### src/rtl/clock_mode_ctrl.sv
// Timekeeping controller: owns the H:M:S counters and the 1 Hz prescaler,
// sequences RUN/SET modes from two active-low buttons, and decodes the mode flags.
module clock_mode_ctrl #(
  parameter int TICK_DIV = 50_000_000
) (
  input  logic       clk,
  input  logic       rst,
  input  logic       nextP,
  input  logic       incP,
  output logic [5:0] sec,
  output logic [5:0] min,
  output logic [4:0] hr,
  output logic       ms,
  output logic       mm,
  output logic       mh,
  output logic       sec_tick
);

  localparam int PW = $clog2(TICK_DIV);
  localparam logic [PW-1:0] PMAX = PW'(TICK_DIV - 1);

  typedef enum logic [1:0] {RUN, SET_SEC, SET_MIN, SET_HR} mode_t;

  mode_t         state, state_nxt;
  logic [PW-1:0] presc;

  logic next_p0, next_p1, next_p2;
  logic inc_p0, inc_p1, inc_p2;
  logic nxt_press, inc_press;

  function automatic logic [5:0] wrap_inc6(input logic [5:0] v, input logic [5:0] lim);
    return (v == lim) ? 6'd0 : v + 6'd1;
  endfunction

  function automatic logic [4:0] wrap_inc5(input logic [4:0] v, input logic [4:0] lim);
    return (v == lim) ? 5'd0 : v + 5'd1;
  endfunction

  // Stage p0/p1: two-flop synchronizer; stage p2: previous synced value for edge detect
  always_ff @(posedge clk) begin
    if (rst) begin
      next_p0 <= 1'b1;
      next_p1 <= 1'b1;
      next_p2 <= 1'b1;
      inc_p0  <= 1'b1;
      inc_p1  <= 1'b1;
      inc_p2  <= 1'b1;
    end else begin
      next_p0 <= nextP;
      next_p1 <= next_p0;
      next_p2 <= next_p1;
      inc_p0  <= incP;
      inc_p1  <= inc_p0;
      inc_p2  <= inc_p1;
    end
  end

  assign nxt_press = ~next_p1 & next_p2;
  assign inc_press = ~inc_p1 & inc_p2;

  always_ff @(posedge clk) begin
    if (rst) state <= RUN;
    else     state <= state_nxt;
  end

  always_comb begin
    state_nxt = state;
    ms        = 1'b0;
    mm        = 1'b0;
    mh        = 1'b0;
    case (state)
      RUN:     if (nxt_press) state_nxt = SET_SEC;
      SET_SEC: begin
        ms = 1'b1;
        if (nxt_press) state_nxt = SET_MIN;
      end
      SET_MIN: begin
        mm = 1'b1;
        if (nxt_press) state_nxt = SET_HR;
      end
      SET_HR:  begin
        mh = 1'b1;
        if (nxt_press) state_nxt = RUN;
      end
      default: state_nxt = RUN;
    endcase
  end

  // A mode press on the tick edge cancels the tick and restarts the prescaler
  always_ff @(posedge clk) begin
    if (rst) begin
      presc    <= '0;
      sec_tick <= 1'b0;
      sec      <= 6'd0;
      min      <= 6'd0;
      hr       <= 5'd0;
    end else begin
      sec_tick <= 1'b0;
      if (state == RUN) begin
        if (nxt_press) begin
          presc <= '0;
        end else if (presc == PMAX) begin
          presc    <= '0;
          sec_tick <= 1'b1;
          sec      <= wrap_inc6(sec, 6'd59);
          if (sec == 6'd59) begin
            min <= wrap_inc6(min, 6'd59);
            if (min == 6'd59) hr <= wrap_inc5(hr, 5'd23);
          end
        end else begin
          presc <= presc + PW'(1);
        end
      end else begin
        presc <= '0;
        if (inc_press && !nxt_press) begin
          case (state)
            SET_SEC: sec <= wrap_inc6(sec, 6'd59);
            SET_MIN: min <= wrap_inc6(min, 6'd59);
            SET_HR:  hr  <= wrap_inc5(hr, 5'd23);
            default: ;
          endcase
        end
      end
    end
  end

endmodule

### config.mk
export PLATFORM = sky130hd
export DESIGN_NAME = clock_mode_ctrl
export DESIGN_NICKNAME = d
export VERILOG_FILES = /design/src/rtl/clock_mode_ctrl.sv
export SDC_FILE = /design/constraint.sdc
export NUM_CORES = 1
export LEC_CHECK = 0
export CAP_MARGIN = 20
export CORE_UTILIZATION = 45
export DETAILED_ROUTE_END_ITERATION = 16
export PLACE_DENSITY = 0.65
export SETUP_SLACK_MARGIN = 0.2
export SKIP_CTS_REPAIR_TIMING = 1
export SYNTH_ARGS = -nofsm -noshare
export SYNTH_HDL_FRONTEND = slang
export SYNTH_SLANG_ARGS = --single-unit
export TNS_END_PERCENT = 20
### constraint.sdc
create_clock -name clk -period 3.2 [get_ports clk]
set_clock_uncertainty 0.2 [all_clocks]
set_input_delay 0.8 -clock clk [delete_from_list [all_inputs] [get_ports clk]]
set_output_delay 0.8 -clock clk [all_outputs]
set_load 0.02 [all_outputs]
### After elaboration in Yosys (flattened, before gate mapping)

Index checks and enable logic that the tools add are counted.

| storage, ports and cells | value |
|---|---|
| logic and storage cells | 79 |
| input port bits | 4 |
| register bits | 52 |
| output and inout bits | 21 |

| operators by class | value |
|---|---|
| muxes and demuxes | 30 |
| reduce and logical (&&, ||, !) cells | 13 |
| bitwise logic cells | 5 |
| $add $sub $neg | 4 |
| equality and inequality tests | 15 |

Operator list:

| operator | number |
|---|---|
| 6-bit two-way mux | 13 |
| 5-bit two-way mux | 8 |
| 26-bit by 1-bit adder with 26-bit output (second input constant) | 1 |
| 26-bit == test (second input constant) | 1 |
| 6-bit by 1-bit adder with 6-bit output (second input constant) | 2 |
| 6-bit == test (second input constant) | 2 |
| 2-bit != test (second input constant) | 5 |
| 2-bit two-way mux | 4 |
| 2-bit one-hot mux with 4 select lines | 1 |
| 4-bit AND reduction | 2 |
| 2-bit nonzero test | 4 |
| 2-bit by 1-bit != test with 1-bit output (second input constant) | 3 |
| 6-bit AND reduction | 1 |
| 5-bit by 1-bit adder with 5-bit output (second input constant) | 1 |
| 5-bit == test (second input constant) | 1 |
| 5-bit AND reduction | 1 |
| 2-bit == test (second input constant) | 2 |
| 1-bit two-way mux | 4 |
| 4-bit OR reduction | 1 |
| 1-bit NOT | 3 |
| 3-bit OR reduction | 1 |
| 1-bit AND | 2 |
| 2-bit by 1-bit == test with 1-bit output (second input constant) | 1 |
| 2-bit zero test | 1 |
| 2 further kinds | 2 |

### Logic depth before layout (Yosys ltp)

| logic depth | value |
|---|---|
| word-level depth | 7 |
| gate-level depth with buffers | 8 |

### Worst setup path before layout

OpenSTA, ideal clock, no wires.

| timing | value |
|---|---|
| path kind | flip-flop to flip-flop |
| from | register presc[8] |
| to | register hr[2] |
| path slack | 1024 ps |
| period minus slack after synthesis | 2176 ps |
| arrival | 1855 ps |
| buffers on the path | 0 |
| data required time | 2879 ps |
| cell stages (with the launch flop) | 6 |
| setup time | 121 ps |
| path through | dfxtp_1 -> or4b_4 -> nor4_4 -> nand4_1 -> a21boi_1 -> mux2_2 |

| on the way | value |
|---|---|
| longest elaborated chain between the ends | 3 |

Ends and longest elaborated chain:

| what | RTL line | RTL |
|---|---|---|
| start: declaration | 25 | `logic [PW-1:0] presc;` |
| start signal: assignment | 111 | `presc <= presc + PW'(1);` |
| 26-bit == test | 102 | `end else if (presc == PMAX) begin` |
| 2-bit by 1-bit != test with 1-bit output (no line) | -- |  |
| 6-bit AND reduction (no line) | -- |  |
| end signal: assignment | 108 | `if (min == 6'd59) hr <= wrap_inc5(hr, 5'd23);` |
| end signal: assignment | 119 | `SET_HR: hr <= wrap_inc5(hr, 5'd23);` |
| end: declaration | 12 | `output logic [4:0] hr,` |

Every way passes these cells.
A chain may end at the register's enable or synchronous reset.

### Worst setup path after layout

| timing | value |
|---|---|
| from | register state[0] |
| to | output mm |

| on the way | value |
|---|---|
| longest elaborated chain between the ends | 2 |

Ends and longest elaborated chain:

| what | RTL line | RTL |
|---|---|---|
| start: declaration | 24 | `mode_t state, state_nxt;` |
| start signal: assignment | 63 | `else state <= state_nxt;` |
| 2-bit == test | 71 | `case (state)` |
| 1-bit two-way mux | 71 |  |
| end: declaration | 14 | `output logic mm,` |

Every way passes these cells.

==> results.cfg <==
[finish]
multi_input_area_um2 = 1500
area_growth_pct = 15.6
fin_nets = 341
diodes = 0
post-route-util_pct = 54.6
drive_above_1_share_pct = 7.90
n_fill_cell = 535
regArea_um2 = 1040

[clock_tree]
cts_max_level = 2
cts_buffers = 5
clk_path_buf_depth = 2
cts_tree = yes
clkTransAtPathRegs_ns = 0.09
clock_latency_ns = 0.30
clock-sinks = 52
root_buffer = clkbuf_8

[timing]
min_period_ns = 2.62
fin_crit_sh_pct = 81.8
post-route-worst-setup-slack_ns = 0.581
timing.setup.tns_ns = 0
finalSetupViolCount = 0
fmax_mhz = 382
maxSlewViolCount = 0
finalHoldViolCount = 0
tightest_slew_ns = 0.780
relSlewSlack_pct = 47.9
rsz0062_at_grt = false

[synthesis]
syn_area_um2 = 2620
yosysWarnings = 0
synth_area_leaders = dfxtp_1 (40%), xnor2_1 (6.7%), nor2_1 (5.3%), ha_1 (4.3%), nand2_1 (4.2%)
syn_nets = 318
synth_flop_cell = dfxtp_1
yosysUniqueCellTypes = 51
yosys.area.top_type_share_pct = 39.8
syn_area_per_cell_um2 = 8.58
synth_edf_count = 0
syn_inst = 305
synth_seq_area_share_pct = 39.8
synth_top_cell_by_area = dfxtp_1
synthTopCellsByCount = dfxtp_1 (52), nor2_1 (37), nand2_1 (29), xnor2_1 (20), nand3_1 (18)
async_flop_share_pct = 0
ys_ff_latch = 52
yosysMostFrequentCell = dfxtp_1

[global_route]
grt-ovfl-total = 0
grt_start_max_net_pins = 26
grt_pass1_vias = 2072
grt_first_pass_wirelength_um = 9470
antenna_found_initial = 0
track_usage_pct = 19.1

[detailed_routing]
routedWlPerCell_um = 13.3
drc = 0
routed_wl_um = 5320
highest_layer = met4
ant_nets = 0
met1_length_um = 2560
drt_first_pass_iters = 4
dr_wl_met2_um = 2520
dr_total_vias = 2158
vias_per_cell = 5.38
wl_met3_um = 186
initialDrtViolationCount = 199

[placed_design]
dp_slack_ns = 0.661
port_buffers = 24
gp_congestion = 0.781
detailed_place_hpwl_um = 3780

[floorplanning]
die_w_um = 78.3
die_y_um = 78.3
core_um2 = 5540
rows = 27
io_pins = 25
initial_core_util_pct = 47.2
dieArea_um2 = 6130

[setup_path]
cp.required_ns = 2.20
cpMaxStageDelayCell = clkdlybuf4s50_1
critical-path-top-delay-family = buffers and inverters
critPathMaxStageDelay_ns = 0.63
arrival_ns = 1.62
path_cells = inv_1 > ha_1 > clkdlybuf4s50_1
worstSetupEndpointType = primary output
setup.worst_path.class = reg -> out
crit_buf_inv = 2
critPathLaunchType = register
cp_max_fo = 4

[power_and_ir_drop]
ir_drop_mv = 0.266
total_leakage_power_nw = 1.02
p_per_area_nw_per_um2 = 439

[run]
maxCapViolCount = 0

[outcome]
status = finished clean

[min_path]
hold_class = reg -> reg
-- final timing paths --
kind / from / to / slack, ns / cells after the start
setup / recovery: state[0]$_SDFFE_PP0P_ / mm / 0.58 / 3
hold / removal: inc_p0$_SDFF_PP1_ / inc_p1$_SDFF_PP1_ / 0.21 / 1
setup reg to reg: presc[8]$_SDFF_PP0_ / hr[2]$_SDFFE_PP0P_ / 0.84 / 5
hold reg to reg: inc_p0$_SDFF_PP1_ / inc_p1$_SDFF_PP1_ / 0.21 / 1
-- layout by cell type, fill, tap and decap left out, types with 2 or more instances in the layout --
cell	n
xnor2_1	20
dfxtp_1	52
nand2b_1	2
nor4_1	10
and4b_1	2
ha_1	9
o211ai_1	3
o21a_1	2
buf_4	2
nand4_1	4
nand4b_1	2
nor3_1	13
and4_1	2
nor4b_1	2
clkbuf_8	6
nor2b_1	8
inv_1	9
o2bb2ai_1	2
mux2_2	2
o2111ai_1	3
or3_1	3
o21ai_0	10
mux2i_1	5
xor2_1	4
clkdlybuf4s50_1	24
nor2_1	37
a21oi_1	7
nand2_1	29
and3_1	7
or2_2	6
and2_1	3
clkbuf_1	2
nand3_1	18
-- final cells by class --
class / count / area share, %
clock buffers: 8 / 2.98
inverters: 9 / 1.12
multi-input cells: 233 / 49.4
flip-flops and latches: 52 / 34.4
well taps: 72 / 2.98
repair buffers: 27 / 9.10
-- routing by layer --
metal  vias to the layer above  GRT usage [%]
li1                       1121              -
met3                         6           3.49
met2                        46           32.1
met5                         -              0
met4                         0           5.56
met1                       985           24.9
-- state kept, by name, summed over array words and instances (netlist names), 2 cells and up --
register and count:
hr 5, presc 26, sec 6, min 6, state 2
-- cell families after synthesis --
kind of cell	synth area share (%)
AO/OA/AOI/OAI	9.56
AND/OR/NAND/NOR	31.9
adder cells (fa/ha/maj)	4.30
flip-flops	39.8
buffers and inverters	3.11
XOR/XNOR	8.03
multiplexers	3.35
-- through the flow --
step / cell area, um2 / hold WS [ns] / total power, mW / cells
floorplan: 2620 / 0.189 / 0.878 / 305
global placement: 2940 / 0.191 / 0.947 / 393
detailed placement: 2940 / 0.197 / 0.956 / 393
CTS: 3030 / 0.219 / 1.34 / 401
global route: 3030 / 0.234 / 1.41 / 401
finish: 3030 / 0.215 / 1.33 / 401
-- power by group --
| part | internal, mW | leakage, nW | switching, mW |
|---|---|---|---|
| clock | 0.177 | 0.0455 | 0.211 |
| combinational | 0.0944 | 0.556 | 0.148 |
| sequential | 0.674 | 0.421 | 0.0215 |
No activity file was read; power rests on OpenSTA's default activity.
